### src/rtl/gost89_gamma_ctrl.sv
// GOST 28147-89 counter-mode (gamma) sequencer driving an external ECB core.
// It encrypts the sync vector once, then steps and encrypts the counter per block to form the keystream.
module gost89_gamma_ctrl (
  input  logic        clk,
  input  logic        reset_n,
  input  logic        start,
  input  logic [63:0] sync_in,
  input  logic        data_valid,
  input  logic [63:0] data_in,
  output logic        data_ready,
  output logic        out_valid,
  output logic [63:0] out_data,
  input  logic        out_ready,
  output logic        busy,
  output logic        core_load,
  output logic [63:0] core_in,
  input  logic [63:0] core_out,
  input  logic        core_busy,
  output logic [2:0]  dbg_state
);

  localparam logic [31:0] C2 = 32'h01010101;
  localparam logic [31:0] C1 = 32'h01010104;

  typedef enum logic [2:0] {
    IDLE      = 3'd0,
    SYNC_LOAD = 3'd1,
    SYNC_WAIT = 3'd2,
    READY     = 3'd3,
    G_LOAD    = 3'd4,
    G_WAIT    = 3'd5,
    OUT       = 3'd6
  } state_t;

  state_t      state, state_next;
  logic [31:0] hi, lo;
  logic [63:0] dreg;
  logic [63:0] out_reg;
  logic        seen_busy;

  logic        load_sync, sync_done, step, gamma_done;
  logic [32:0] hi_sum;
  logic [31:0] hi_next, lo_next;

  // High word adds modulo 2^32-1: the end-around carry keeps FFFFFFFF as a legal value.
  assign hi_sum  = {1'b0, hi} + {1'b0, C1};
  assign hi_next = hi_sum[32] ? hi_sum[31:0] + 32'd1 : hi_sum[31:0];
  assign lo_next = lo + C2;

  // Handshakes: a transfer happens on a rising edge where valid and ready are both high;
  // out_valid/out_data hold until out_ready, and data_ready drops while start is asserted.
  assign data_ready = (state == READY) && !start;
  assign out_valid  = (state == OUT);
  assign out_data   = out_reg;
  assign busy       = (state != IDLE) && (state != READY);
  assign core_load  = (state == SYNC_LOAD) || (state == G_LOAD);
  assign core_in    = {hi, lo};
  assign dbg_state  = state;

  always_comb begin
    state_next = state;
    load_sync  = 1'b0;
    sync_done  = 1'b0;
    step       = 1'b0;
    gamma_done = 1'b0;
    case (state)
      IDLE: begin
        if (start) begin
          load_sync  = 1'b1;
          state_next = SYNC_LOAD;
        end
      end
      SYNC_LOAD: state_next = SYNC_WAIT;
      SYNC_WAIT: begin
        if (seen_busy && !core_busy) begin
          sync_done  = 1'b1;
          state_next = READY;
        end
      end
      READY: begin
        if (start) begin
          load_sync  = 1'b1;
          state_next = SYNC_LOAD;
        end else if (data_valid) begin
          step       = 1'b1;
          state_next = G_LOAD;
        end
      end
      G_LOAD: state_next = G_WAIT;
      G_WAIT: begin
        if (seen_busy && !core_busy) begin
          gamma_done = 1'b1;
          state_next = OUT;
        end
      end
      OUT: begin
        if (out_ready) state_next = READY;
      end
      default: state_next = IDLE;
    endcase
  end

  always_ff @(posedge clk or negedge reset_n) begin
    if (!reset_n) begin
      state     <= IDLE;
      hi        <= '0;
      lo        <= '0;
      dreg      <= '0;
      out_reg   <= '0;
      seen_busy <= 1'b0;
    end else begin
      state <= state_next;
      if (load_sync) begin
        {hi, lo} <= sync_in;
      end else if (sync_done) begin
        {hi, lo} <= core_out;
      end else if (step) begin
        hi <= hi_next;
        lo <= lo_next;
      end
      if (step) dreg <= data_in;
      if (gamma_done) out_reg <= dreg ^ core_out;
      // Completion needs busy seen high first, so early low samples are ignored.
      if (core_load) seen_busy <= 1'b0;
      else if ((state == SYNC_WAIT || state == G_WAIT) && core_busy) seen_busy <= 1'b1;
    end
  end

endmodule

### config.mk
export PLATFORM = sky130hd
export DESIGN_NAME = gost89_gamma_ctrl
export DESIGN_NICKNAME = d
export VERILOG_FILES = /design/src/rtl/gost89_gamma_ctrl.sv
export SDC_FILE = /design/constraint.sdc
export NUM_CORES = 1
export LEC_CHECK = 0
export CAP_MARGIN = 20
export CORE_AREA = 2 2 151 153
export CTS_BUF_LIST = sky130_fd_sc_hd__clkbuf_4 sky130_fd_sc_hd__clkbuf_8
export CTS_CLUSTER_SIZE = 25
export DETAILED_ROUTE_END_ITERATION = 7
export DIE_AREA = 0 0 153 155
export PLACE_DENSITY = 0.86
export SLEW_MARGIN = 20
export SYNTH_ARGS = -nofsm -noshare
export SYNTH_HDL_FRONTEND = slang
export SYNTH_SLANG_ARGS = --single-unit
export TNS_END_PERCENT = 5
### constraint.sdc
create_clock -name clk -period 3.3 [get_ports clk]
set_input_delay 0.66 -clock clk [delete_from_list [all_inputs] [get_ports clk]]
set_output_delay 0.66 -clock clk [all_outputs]
set_load 0.02 [all_outputs]
* Word-level counts from Yosys, hierarchy flattened
Index checks and enable logic that the tools add are counted.
** Storage, ports and cells
- Flip-flop bits (word level) :: 196
- Input port bits :: 198
- Output and inout bits :: 135
- Logic and storage cells :: 60
** Cells by class
- Add/subtract/negate cells :: 3
- Eq/ne operators :: 12
- Muxes and demuxes :: 24
- Bitwise gates (word level) :: 1
- Reductions and logical operators :: 14
** Operators with widths (count)
- 32-bit 2-to-1 mux :: 7
- 64-bit bitwise XOR :: 1
- 32-bit by 25-bit adder with 33-bit output (second input constant) :: 1
- 32-bit by 1-bit adder with 32-bit output (second input constant) :: 1
- 32-bit by 25-bit adder with 32-bit output (second input constant) :: 1
- 3-bit one-hot mux with 7 select lines :: 1
- 3-bit 2-to-1 mux :: 6
- 1-bit 2-to-1 mux :: 10
- 3-bit equality test (second input constant) :: 3
- 3-bit by 2-bit equality test with 1-bit output (second input constant) :: 2
- 2-bit != test (second input constant) :: 3
- 3-bit nonzero test :: 2
- 5-bit AND reduction :: 1
- 1-bit logical AND :: 4
- 3-bit by 1-bit equality test with 1-bit output (second input constant) :: 1
- 3-bit logical NOT :: 1
- 3-bit by 2-bit != test with 1-bit output (second input constant) :: 1
- 3-bit != test (second input constant) :: 1
- 1-bit logical NOT :: 2
- 1-bit logical OR :: 2
- 2-bit by 1-bit != test with 1-bit output (second input constant) :: 1
- 2-bit nonzero test :: 1
- 2-bit OR reduction :: 1

* Longest topological paths before layout
- Depth after elaboration :: 6
- Mapped depth :: 10
- Mapped depth without buffers :: 8

* Least setup slack after synthesis
Ideal clock, no wire load.
- Path kind :: flip-flop to flip-flop
- Start :: reg state[0], in the netlist dbg_state[0]
- End :: reg lo[22]
- Library setup time :: 126 ps
- Arrival :: 2759 ps
- Required time :: 3174 ps
- Slack :: 415 ps
- Cell stages (with the launch flop) :: 10
- Buffers on the path :: 3
- Period minus slack after synthesis :: 2885 ps
- Path through :: dfrtp_1 -> buf_2 -> nor4bb_1 -> and2_1 -> clkbuf_1 -> nor2_1 -> clkbuf_1 -> o21ai_0 -> o21ai_1 -> a221o_1
** Between the ends
- Word-level cells in the longest chain between the ends :: 4
- Elaborated cells between the ends (all ways) :: 10
- Those cells by class :: eq/ne (2); mux (5); reduce/logical (3)
** RTL lines
- start: declaration :: RTL line 35 : state_t state, state_next;
- start signal: assignment :: RTL line 112 : state <= state_next;
- 3-bit by 2-bit equality test with 1-bit output / 3-bit logical NOT (equally long branches) :: RTL line 66 : case (state)
- 2-bit OR reduction (no source line) / 1-bit 2-to-1 mux (equally long branches)
- 1-bit 2-to-1 mux / 32-bit 2-to-1 mux (equally long branches)
- 3-bit nonzero test (no source line) / 32-bit 2-to-1 mux (equally long branches)
- end signal: assignment :: RTL line 114 : {hi, lo} <= sync_in;
- end signal: assignment :: RTL line 116 : {hi, lo} <= core_out;
- end signal: assignment :: RTL line 119 : lo <= lo_next;
- end: declaration :: RTL line 36 : logic [31:0] hi, lo;
Parallel ways exist; a longest one is shown, timed or not.
A chain may end at the register's enable or synchronous reset.

* Final worst setup path
- Start :: reg hi[2]
- End :: reg hi[21]
** Between the ends
- Word-level cells in the longest chain between the ends :: 6
** RTL lines
- start: declaration :: RTL line 36
- start signal: assignment :: RTL line 114
- start signal: assignment :: RTL line 116
- start signal: assignment :: RTL line 118 : hi <= hi_next;
- 32-bit by 25-bit adder with 33-bit output (*) :: RTL line 46 : assign hi_sum = {1'b0, hi} + {1'b0, C1};
- 32-bit by 1-bit adder with 32-bit output :: RTL line 47 : assign hi_next = hi_sum[32] ? hi_sum[31:0] + 32'd1 : hi_sum[31:0];
- 32-bit 2-to-1 mux (*) :: RTL line 47
- 32-bit 2-to-1 mux (*) :: RTL line 117 : end else if (step) begin
- 32-bit 2-to-1 mux (*) :: RTL line 115 : end else if (sync_done) begin
- 32-bit 2-to-1 mux (*) :: RTL line 113 : if (load_sync) begin
Every way passes the cells marked *; elsewhere a longest branch is shown, timed or not. The select of a mux whose other input is x is not followed.

==> results.md <==
- Status: complete, no violations
- Syn Nets: 1455
- Final period util: 92.4%
- Crit-path max FO: 16
- Core area: 22200 um2
- Placed Instances: 1813
- FF+latch count, synth: 196
- Top cell type by total area after synthesis: dfrtp_1
- Final slew viol count: 0
- Synth Area in Compound Gates: 18.2%
- Area of the multi-input gates: 5480 um2
- Area growth syn-to-layout: 38.0%
- Top cell type's share of synthesized area: 45.8%
- Post-synthesis cell count: 1253
- P_leak: 6.12 nW
- Rel. slew slack: 43.3%
- Pre-CTS setup slack: 0.289 ns
- CP Capture Type: register
- Final setup skew: 0.0148 ns
- DP HPWL: 25300 um
- Post-Synth XOR/XNOR Area: 8.91%
- Antenna violations before repair: 2
- GPL Wtd Cong: 0.975
- Post_cts resized: 0
- Hold_buf cts: 0
- Share of layout cells above drive strength 1: 5.96%
- Design area: 14800 um2
- Fill cell count: 1756
- Max-cap viol count: 0
- Seq/Total Area, Yosys: 45.8%
- Initial core utilization: 48.2%
- Die area: 23700 um2
- Die height: 155 um
- Vias in the first global route: 10.5k
- Cell variety after synth: 73
- Mux contribution to synthesized area: 0.280%
- RSZ-0062 raised after global routing: no
- Worst slew pin tran: 0.847 ns
- Required @ worst endpoint: 3.67 ns
- Gr ovfl total: 0
- Wire per inst: 19.1 um
- Most common cell after layout, fill and taps aside: clkdlybuf4s50_1
- Reg area: 4900 um2
- Post-synthesis simple-gate area fraction: 22.8%
- Rows: 55
- Dominant synthesized flop cell: dfrtp_1
- Post-layout util: 66.5%
- Critical Path AT: 3.42 ns
- CP Cell Sequence: ha_1, nand2_1, nor3b_1, o32ai_2, nor4_2, nand4_1, o21a_1, o31ai_1
- Most frequent cells in the layout: 331 x clkdlybuf4s50_1, 322 x nand2_1, 196 x dfrtp_1, 106 x o21ai_0, 89 x xnor2_1
- Worst path max stage delay: 0.54 ns
- Clock Tree Buf Depth: 2
- Min Tclk post-route: 3.05 ns
- Final wirelength: 35200 um
- FFs w/ async S/R, synth: 100%
- Worst VDD drop: 0.420 mV
- Post-synthesis adder-cell area fraction: 0.467%
- Setup TNS Final: 0 ns
- Placed inst area: 14400 um2
- Vias: 10.5k
- TritonCTS clock tree: done
- Post-CTS Setup Bufs: 0
- Syn Area/Cell: 8.55 um2
- # DRC: 0
- TritonCTS Buffers: 17
- Post-synth design cell area: 10700 um2
- Post-Layout Cell Count: 1846
- Hold slack: 0.0724 ns
- Vias per inst: 5.70
- Chip Width: 153 um
- NumNets Final: 1749
- Boundary Pins: 333
- Final Total Pwr: 14.3 mW
- H-Tree Depth: 4
- ANT nets after route: 0
- Largest net degree at the start of global routing: 129
- Delay-heaviest family, CP: simple AND/OR/NAND/NOR gates
- DRT iter0 DRCs: 805
- Slowest cell on crit path: dfrtp_1
- CTS Sinks: 196
- Worst-path clk slew: 0.11 ns
- Fmax: 0.328 GHz
- Pwr dens: 967 nW/um2
- First-pass GRT wire length: 56200 um
- HP Class: in -> async
- Final Setup Violations: 0
- GRT Resource Usage Total: 29.6%
- Main combinational cell family by area after synthesis: simple AND/OR/NAND/NOR gates
- Pre-Repair DR Iteration Count: 6
- Critical setup path kind: reg -> reg
- Worst skew pair latency: 0.48 ns
- WP buf/inv: 0
- Top cells by area, synth: dfrtp_1 46%, nand2_1 11%, xnor2_1 7.3%
- IO Port Bufs: 332
- Hold Fails Final Rpt: 0
- Number of flops mapped to enable cells by yosys: 0
- CTS root buf: clkbuf_8
- Startpoint Class: register
- Syn. warnings: 0
- Setup slack after layout: 0.252 ns
-- report_power, final --
part           total [mW]  internal [mW]  switching, mW
Combinational        7.87           3.55           4.32
Sequential           4.77           3.55           1.22
Clock                1.66          0.706          0.952
-- flip-flops by register name, summed over array words and instances (netlist names) --
name       flops
out_data      64
lo            32
hi            32
dreg          64
seen_busy      1
dbg_state      3
-- worst paths after layout --
path                                           from                       end  slack [ns]  cells after the start
setup / recovery                  hi[2]$_DFFE_PN0P_        hi[21]$_DFFE_PN0P_        0.25                      8
hold / removal                              reset_n      dreg[39]$_DFFE_PN0P_        0.07                      1
setup reg to reg                  hi[2]$_DFFE_PN0P_        hi[21]$_DFFE_PN0P_        0.25                      8
hold reg to reg            out_data[59]$_DFFE_PN0P_  out_data[59]$_DFFE_PN0P_        0.49                      2
max in group asynchronous                   reset_n         lo[1]$_DFFE_PN0P_        2.35                      2
min in group clk           out_data[59]$_DFFE_PN0P_  out_data[59]$_DFFE_PN0P_        0.49                      2
-- synth_stat cells, drive strengths merged, types with 3 or more instances --
cell type and instances:
nor2 74, o22a 3, nand3b 3, inv 10
nand4 18, nor4b 4, nand2b 5, dfrtp 196
o22ai 27, a21o 6, o221ai 4, clkbuf 66
or2 3, a22oi 6, a31o 3, a221oi 9
nor3 20, o31ai 5, nand3 27, a222oi 3
nor2b 7, nand2 324, a41oi 3, or4 7
and3 8, buf 21, o211ai 7, mux2i 3
a31oi 10, and4 5, xnor2 89, a211oi 28
a221o 5, o32ai 3, o21a 3, or3 7
a21oi 51, ha 4, nor3b 7, nor4 11
and2 8, o21ai 110, xor2 20
-- worst register-to-register path, stage by stage (launching register included) --
cell and delay [ns]:
dfrtp_1 0.54, ha_1 0.54, nand2_1 0.14, nor3b_1 0.35, o32ai_2 0.24, nor4_2 0.52
nand4_1 0.21, o21a_1 0.21, o31ai_1 0.21
-- layout make-up --
| type | instances | area share [%] |
|---|---|---|
| Clock inverter | 14 | 1.14 |
| Tap cell | 285 | 2.41 |
| Clock buffer | 18 | 1.63 |
| Multi-Input combinational cell | 960 | 37.0 |
| Inverter | 10 | 0.254 |
| Sequential cell | 196 | 33.2 |
| Timing Repair Buffer | 362 | 24.4 |
| Antenna cell | 1 | 0.0169 |
-- routing by layer --
layer,global-route usage [%],vias up,wire (um)
li1,-,4957,-
met1,38.6,5016,14400
met2,48.9,481,16700
met3,6.82,74,2940
met4,10.3,2,1080
met5,0,-,16
-- kinds of logic (layout without fill, tap and decap cells) --
family / Yosys count / count (layout)
buffers and inverters: 97 / 404
flip-flops: 196 / 196
AND/OR/NAND/NOR: 542 / 542
other: 0 / 1
XOR/XNOR: 109 / 109
adder cells (fa/ha/maj): 4 / 4
multiplexers: 3 / 3
AO/OA/AOI/OAI: 302 / 302
No activity file was read; power rests on OpenSTA's default activity.
